<file path="src/rtl/display_mux.sv">
// -----------------------------------------------------------------------------
// display_mux
//
// Time-multiplexes up to four common-anode 7-segment digits onto one shared
// hex-to-7-segment decoder. Each digit slot is a blanking interval (all anodes
// off) followed by a lit interval (one anode low). The displayed value comes
// from a shadow register that only changes at a frame boundary, so a frame
// never shows a mix of old and new digits.
//
// Parameters
//   NUM_DIGITS   : number of multiplexed digits, 1..4
//   ON_CYCLES    : cycles a digit is lit per slot, >= 1
//   BLANK_CYCLES : cycles all anodes are off before each digit, >= 1
//
// Ports
//   clk         in   system clock, rising edge
//   reset       in   synchronous active-high reset
//   digits      in   4*NUM_DIGITS, digit i at [4i+3:4i], digit 0 rightmost
//   load        in   single-cycle strobe, captures digits for the next frame
//   s           out  4-bit nibble to the shared decoder (registered)
//   an          out  NUM_DIGITS active-low anode enables (registered)
//   frame_start out  one-cycle pulse on entry to digit 0's blanking slot
//   state_dbg   out  current FSM state (0 = BLANK, 1 = ON)
//
// Optional feature macro: DISPLAY_MUX_LEADING_ZERO_BLANK_EN
//   When defined, a digit idx > 0 stays dark in its ON slot if it and every
//   more significant shadow digit are zero. Slot timing is unaffected.
// -----------------------------------------------------------------------------
module display_mux #(
  parameter int NUM_DIGITS   = 2,
  parameter int ON_CYCLES    = 20000,
  parameter int BLANK_CYCLES = 400
) (
  input  logic                    clk,
  input  logic                    reset,
  input  logic [4*NUM_DIGITS-1:0] digits,
  input  logic                    load,
  output logic [3:0]              s,
  output logic [NUM_DIGITS-1:0]   an,
  output logic                    frame_start,
  output logic                    state_dbg
);

  localparam int CNT_MAX = (ON_CYCLES > BLANK_CYCLES) ? ON_CYCLES : BLANK_CYCLES;
  localparam int CNT_W   = (CNT_MAX > 1) ? $clog2(CNT_MAX) : 1;
  localparam int IDX_W   = (NUM_DIGITS > 1) ? $clog2(NUM_DIGITS) : 1;
  localparam int DW      = 4 * NUM_DIGITS;

  localparam logic [CNT_W-1:0] LAST_BLANK = CNT_W'(BLANK_CYCLES - 1);
  localparam logic [CNT_W-1:0] LAST_ON    = CNT_W'(ON_CYCLES - 1);
  localparam logic [IDX_W-1:0] LAST_IDX   = IDX_W'(NUM_DIGITS - 1);

  typedef enum logic {
    ST_BLANK = 1'b0,
    ST_ON    = 1'b1
  } state_e;

  state_e                state_q, state_d;
  logic [CNT_W-1:0]      cnt_q, cnt_d;
  logic [IDX_W-1:0]      idx_q, idx_d;
  logic [DW-1:0]         shadow_q, shadow_d;
  logic [DW-1:0]         pending_q, pending_d;
  logic                  pend_vld_q, pend_vld_d;
  logic [3:0]            s_q, s_d;
  logic [NUM_DIGITS-1:0] an_q, an_d;
  logic                  fs_q, fs_d;
  logic                  boundary;

  // hi_zero[i] is set when shadow digits i..NUM_DIGITS-1 are all zero.
  logic [NUM_DIGITS-1:0] hi_zero;

  // ---------------------------------------------------------------------------
  // Slot sequencing and shadow update.
  //
  // load is a fire-and-forget strobe with no back-pressure: the block always
  // accepts it. On the wrapping ON->BLANK edge it goes straight into the
  // shadow; on any other edge it is parked in pending (last one wins) and
  // promoted at the next frame boundary.
  // ---------------------------------------------------------------------------
  always_comb begin
    state_d    = state_q;
    cnt_d      = cnt_q + CNT_W'(1);
    idx_d      = idx_q;
    shadow_d   = shadow_q;
    pending_d  = pending_q;
    pend_vld_d = pend_vld_q;
    boundary   = 1'b0;

    case (state_q)
      ST_BLANK: begin
        if (cnt_q == LAST_BLANK) begin
          state_d = ST_ON;
          cnt_d   = '0;
        end
      end
      ST_ON: begin
        if (cnt_q == LAST_ON) begin
          state_d = ST_BLANK;
          cnt_d   = '0;
          if (idx_q == LAST_IDX) begin
            idx_d    = '0;
            boundary = 1'b1;
          end else begin
            idx_d = idx_q + IDX_W'(1);
          end
        end
      end
      default: begin
        state_d = ST_BLANK;
        cnt_d   = '0;
      end
    endcase

    if (load) begin
      if (boundary) begin
        shadow_d   = digits;
        pend_vld_d = 1'b0;
      end else begin
        pending_d  = digits;
        pend_vld_d = 1'b1;
      end
    end else if (boundary && pend_vld_q) begin
      shadow_d   = pending_q;
      pend_vld_d = 1'b0;
    end
  end

`ifdef DISPLAY_MUX_LEADING_ZERO_BLANK_EN
  // Scan from the most significant digit down, accumulating "all zero so far".
  always_comb begin
    logic run;
    run     = 1'b1;
    hi_zero = '0;
    for (int i = NUM_DIGITS - 1; i >= 0; i--) begin
      run        = run & (shadow_d[4*i +: 4] == 4'h0);
      hi_zero[i] = run;
    end
  end
`else
  assign hi_zero = '0;
`endif

  // ---------------------------------------------------------------------------
  // Registered outputs are computed from next-state values so they line up
  // with the state they describe. s follows the shadow digit being entered,
  // which also picks up a value written on the boundary edge itself.
  // ---------------------------------------------------------------------------
  always_comb begin
    s_d  = 4'h0;
    an_d = '1;
    fs_d = boundary;
    for (int i = 0; i < NUM_DIGITS; i++) begin
      if (idx_d == IDX_W'(i)) begin
        s_d = shadow_d[4*i +: 4];
      end
      if ((state_d == ST_ON) && (idx_d == IDX_W'(i)) && !((i > 0) && hi_zero[i])) begin
        an_d[i] = 1'b0;
      end
    end
  end

  always_ff @(posedge clk) begin
    if (reset) begin
      state_q    <= ST_BLANK;
      cnt_q      <= '0;
      idx_q      <= '0;
      shadow_q   <= '0;
      pending_q  <= '0;
      pend_vld_q <= 1'b0;
      s_q        <= 4'h0;
      an_q       <= '1;
      fs_q       <= 1'b0;
    end else begin
      state_q    <= state_d;
      cnt_q      <= cnt_d;
      idx_q      <= idx_d;
      shadow_q   <= shadow_d;
      pending_q  <= pending_d;
      pend_vld_q <= pend_vld_d;
      s_q        <= s_d;
      an_q       <= an_d;
      fs_q       <= fs_d;
    end
  end

  assign s           = s_q;
  assign an          = an_q;
  assign frame_start = fs_q;
  assign state_dbg   = state_q;

endmodule

</file>
<file path="config.mk">
export PLATFORM = sky130hd
export DESIGN_NAME = display_mux
export DESIGN_NICKNAME = d
export VERILOG_FILES = /design/src/rtl/display_mux.sv
export SDC_FILE = /design/constraint.sdc
export NUM_CORES = 1
export LEC_CHECK = 0
export ABC_AREA = 1
export CAP_MARGIN = 30
export CORE_MARGIN = 1
export CORE_UTILIZATION = 33
export CTS_CLUSTER_SIZE = 25
export DETAILED_ROUTE_END_ITERATION = 6
export GPL_TIMING_DRIVEN = 1
export HOLD_SLACK_MARGIN = 0.06
export PLACE_DENSITY = 0.59
export SLEW_MARGIN = 20
export SYNTH_ARGS = -nofsm -noshare
export SYNTH_HDL_FRONTEND = slang
export SYNTH_SLANG_ARGS = --single-unit
</file>
<file path="constraint.sdc">
create_clock -name clk -period 6 [get_ports clk]
set_input_delay 0.6 -clock clk [delete_from_list [all_inputs] [get_ports clk]]
set_output_delay 0.6 -clock clk [all_outputs]
set_load 0.02 [all_outputs]
</file>
## Word level (Yosys, flattened, before mapping)

Cells that the tools add are included.

| word-level totals | value |
|---|---|
| word-level logic and storage cells | 42 |
| input port bits | 11 |
| output and inout bits | 8 |
| register bits | 41 |

| cells by class | value |
|---|---|
| add/sub/neg operators | 2 |
| equality and inequality tests | 2 |
| muxes and demuxes | 21 |
| bitwise gates (word level) | 3 |
| reductions and logical operators | 5 |

Operators with widths:

| kind | count |
|---|---|
| 15-bit two-way mux | 2 |
| 15-bit case mux with 2 select lines | 1 |
| 8-bit two-way mux | 3 |
| 15-bit by 1-bit adder with 15-bit output (second input constant) | 1 |
| 15-bit == test (second input constant) | 1 |
| 15-bit by 9-bit == test with 1-bit output (second input constant) | 1 |
| 1-bit two-way mux | 13 |
| 4-bit two-way mux | 1 |
| 1-bit logical AND | 3 |
| 1-bit NOT | 3 |
| 1-bit case mux with 2 select lines | 1 |
| 2-bit AND reduction | 1 |
| 2-bit nonzero test | 1 |
| 1-bit adder (second input constant) | 1 |

## Longest topological paths before layout

| logic depth | value |
|---|---|
| depth in word-level cells | 7 |
| gate-level depth with buffers | 16 |
| mapped depth without buffers | 15 |

## Least setup slack after synthesis

No wires, ideal clock.

| timing | value |
|---|---|
| kind | flip-flop to flip-flop |
| from | register cnt_q[0] |
| to | register s_q[0] (netlist: s[0]) |
| clock period less this slack | 1.906 ns |
| data arrival time | 1.787 ns |
| cell stages (with the launch flop) | 16 |
| setup slack | 4.094 ns |
| buffers on the path | 0 |
| required time | 5.881 ns |
| library setup time | 0.119 ns |
| path through | dfxtp_1 > ha_1 > nand2_1 > inv_1 > nand2_1 > nor2_1 > nand2_1 > inv_1 > ha_1 > nand2_2 > nor2_1 > nand2_1 > nand3_1 > nand2_1 > nor2_1 > a21oi_1 |

| on the way | value |
|---|---|
| cells in the longest elaborated chain, start to end | 7 |
| elaborated cells between the ends (all ways) | 10 |
| those cells by class | 1 x eq/ne; 8 x mux; 1 x reduce/logical |

Ends and longest elaborated chain:

| element | line | RTL |
|---|---|---|
| start: declaration | 59 | `logic [CNT_W-1:0] cnt_q, cnt_d;` |
| start signal: assignment | 175 | `cnt_q <= cnt_d;` |
| 15-bit == test (*) | 97 | `if (cnt_q == LAST_ON) begin` |
| 1-bit two-way mux | 97 |  |
| 1-bit two-way mux | 89 | `case (state_q)` |
| 1-bit logical AND | 122 | `end else if (boundary && pend_vld_q) begin` |
| 8-bit two-way mux | 122 |  |
| 8-bit two-way mux | 114 | `if (load) begin` |
| 4-bit two-way mux (*) | 153 | `if (idx_d == IDX_W'(i)) begin` |
| end signal: assignment | 170 | `s_q <= 4'h0;` |
| end signal: assignment | 180 | `s_q <= s_d;` |
| end: declaration | 64 | `logic [3:0] s_q, s_d;` |

Mark *: on every way between the ends. The rest lies on a longest branch, timed or not.
A chain may end at the register's enable or synchronous reset.

## Final worst setup path

Same ends and word-level chain as after synthesis.

==> impl_results.md <==
- Outcome: complete, no violations
- Commonest non-fill, non-tap cells in the layout: nand2_1 (65), dfxtp_1 (41), nor2_1 (39), inv_1 (39), a21oi_1 (22)
- FF-to-FF path depth: 15
- Reg2reg start: cnt_q[0]$_SDFF_PP0_
- Synth Area in XOR/XNOR: 0.0324
- Final RePlAce weighted congestion: 0.871
- Root buf cell: clkbuf_8
- Tightest Pin Transition: 0.541 ns
- Pin count of the biggest net entering global routing: 21
- Vias per inst: 4.49
- Synth area leaders: dfxtp_1 (43%), nand2_1 (13%), inv_1 (7.7%), nor2_1 (7.7%), a21oi_1 (5.8%)
- Clock Path Buffers: 2
- Top cell type's share of synthesized area: 0.434
- Die area: 6040 µm²
- Synth Area in Simple Gates: 0.304
- R2r setup slk: 3.56 ns
- Gate Count Post-Synth: 273
- Arrival @ worst endpoint: 2.64 ns
- Worst Clk Skew: 0.0120 ns
- Chip width: 77.7 µm
- Initial antenna violation count: 0
- Synthesized cell area: 1890 µm²
- Cell variety after synth: 24
- # setup viols final: 0
- CTS resizes: 0
- Die Y: 77.7 µm
- Min-Delay Path Class: reg -> reg
- Drc violations: 0
- Mapped Avg Cell Area: 6.93 µm²
- Hold Crit Depth: 1
- Grt ovf: 0
- Crit Path Category: reg -> reg
- Share of cells above drive strength 1: 0.0512
- Post-layout min period: 2.44 ns
- Register Area: 821 µm²
- Largest area contributor in the netlist: dfxtp_1
- Worst r2r dst: s[0]$_SDFF_PP0_
- WL/cell: 10.6 µm
- Area occupied by multi-input gates: 881 µm²
- Hold_ws: 0.454 ns
- Post-Synth Adder-Cell Area: 0.0132
- Register area share after synthesis: 0.434
- WP data required: 6.20 ns
- Compound-Gate Fraction of Synth Area: 0.116
- Hold Fails Final Rpt: 0
- I/O Pins: 19
- Initial Util: 0.343
- Max cap viols: 0
- Vias in the first global route: 1509
- Commonest non-fill, non-tap cell in the layout: nand2_1
- Final wirelength: 3870 µm
- Period Utilization, post-route: 0.407
- FF+latch count, synth: 41
- Clk pin slew, worst setup/hold paths: 0.09 ns
- Initial DRC Count: 53
- Post-CTS Setup Bufs: 0
- Total GRT Usage: 0.145
- CTS Hold Bufs: 0
- Worst Setup Start Kind: flip-flop
- Final setup TNS: 0 ns
- Hold-critical path endpoint: cnt_q[0]$_SDFF_PP0_
- HP Start: cnt_q[0]$_SDFF_PP0_
- DRT Pass-1 Iters: 4
- Core Rows: 27
- VDD IR max: 0.107 mV
- Syn-to-layout area delta: 18.1%
- Antenna cell count: 0
- Mux share of post-synthesis cell area: 0
- Leakage: 1.02 nW
- RSZ-0062 raised after global routing: no
- Largest family of logic cells by synthesized area: simple AND/OR/NAND/NOR gates
- Net Count, Synth: 286
- Yosys warns: 0
- Detail Route Antenna Nets: 0
- F_max: 0.409 GHz
- Crit Path Max Fanout: 20
- # port buffers: 18
- Area of the core: 5510 µm²
- CTS tree: built
- Crit end category: flip-flop
- Clock Latency Late Sink: 0.30 ns
- NumNets Final: 305
- # clock sinks: 41
- Filler Cell Count: 583
- First-pass GRT wire length: 6840 µm
- H-tree depth: 2
- Total CTS buffers: 5
- Power per cell area: 238 nW/µm²
- Routed via count: 1638
- Max Slew Vio Count: 0
- Crit path launch: cnt_q[0]$_SDFF_PP0_
- Slew Limit Headroom: 0.638
- Dpl hpwl: 2830 µm
-- layout make-up --
type | count | share of cell area
clock inverter | 3 | 0.0207
sequential | 41 | 0.368
clock buffer | 5 | 0.0308
timing repair buffer | 18 | 0.0807
tap | 72 | 0.0403
inverter | 39 | 0.0655
multi-input combinational | 187 | 0.394
-- sequential cells by signal, summed over array words and instances (netlist names) --
name,flops
pend_vld_q,1
cnt_q,15
idx_q,1
an,2
shadow_q,8
s,4
pending_q,8
frame_start,1
state_dbg,1
-- metrics by stage --
stage	power, mW	instances	cell area (µm²)	setup WS [ns]	utilization
floorplan	0.300	273	1890	4.09	-
global placement	0.311	357	2120	3.65	0.385
detailed placement	0.311	357	2120	3.57	0.385
CTS	0.539	365	2230	3.56	0.406
global route	0.557	365	2230	3.25	0.406
finish	0.530	365	2230	3.56	0.406
-- how the worst max path moves through the flow --
stage	to	slack [ns]	depth (start not counted)
3_5_place_dp	s[0]$_SDFF_PP0_	3.57	15
3_3_place_gp	s[2]$_SDFF_PP0_	3.65	4
2_1_floorplan	s[0]$_SDFF_PP0_	4.09	15
6_report	s[0]$_SDFF_PP0_	3.56	15
4_1_cts	s[0]$_SDFF_PP0_	3.56	15
5_1_grt	s[0]$_SDFF_PP0_	3.25	15
-- where the power goes --
part | switching, mW | internal (mW) | total (mW) | leakage (nW)
clock network | 0.102 | 0.125 | 0.226 | 0.0543
logic | 0.0139 | 0.0102 | 0.0241 | 0.634
registers | 0.00232 | 0.278 | 0.280 | 0.333
total | 0.118 | 0.412 | 0.530 | 1.02
-- cell usage after synthesis --
| library cell | instances |
|---|---|
| nand2_1 | 65 |
| dfxtp_1 | 41 |
| inv_1 | 39 |
| nor2_1 | 39 |
| a21oi_1 | 22 |
| nand3_1 | 21 |
| o21ai_0 | 10 |
| xor2_1 | 6 |
| or2_2 | 5 |
| o211ai_1 | 4 |
| nand4_1 | 3 |
| buf_6 | 2 |
| clkbuf_1 | 2 |
| ha_1 | 2 |
| nor3_1 | 2 |
| o21bai_1 | 2 |
| a21oi_2 | 1 |
| and3_1 | 1 |
| buf_2 | 1 |
| buf_4 | 1 |
| nand2_2 | 1 |
| nor3b_1 | 1 |
| o21ai_1 | 1 |
| xnor2_1 | 1 |
-- per-layer routing --
layer / vias to the layer above / wire, µm / track usage
li1: 895 / - / -
met1: 711 / 1950 / 0.186
met2: 26 / 1720 / 0.225
met3: 6 / 132 / 0.0435
met4: 0 / 60 / 0.0585
met5: - / 0 / 0
-- kinds of logic after synthesis --
kind of cell | after synthesis
fa+ha+maj | 2
compound gates | 40
xor+xnor | 7
flops | 41
simple gates | 138
buf+inv | 45
-- critical path, stage by stage, from the launching register on --
cell	delay (ns)
dfxtp_1	0.36
ha_1	0.19
nand2_1	0.09
inv_1	0.08
nand2_1	0.06
nor2_1	0.12
nand2_1	0.09
inv_1	0.07
ha_1	0.17
nand2_2	0.21
nor2_1	0.42
nand2_1	0.13
nand3_1	0.11
nand2_1	0.06
nor2_1	0.13
a21oi_1	0.05
Note: power is estimated with default switching activity, not from simulation.
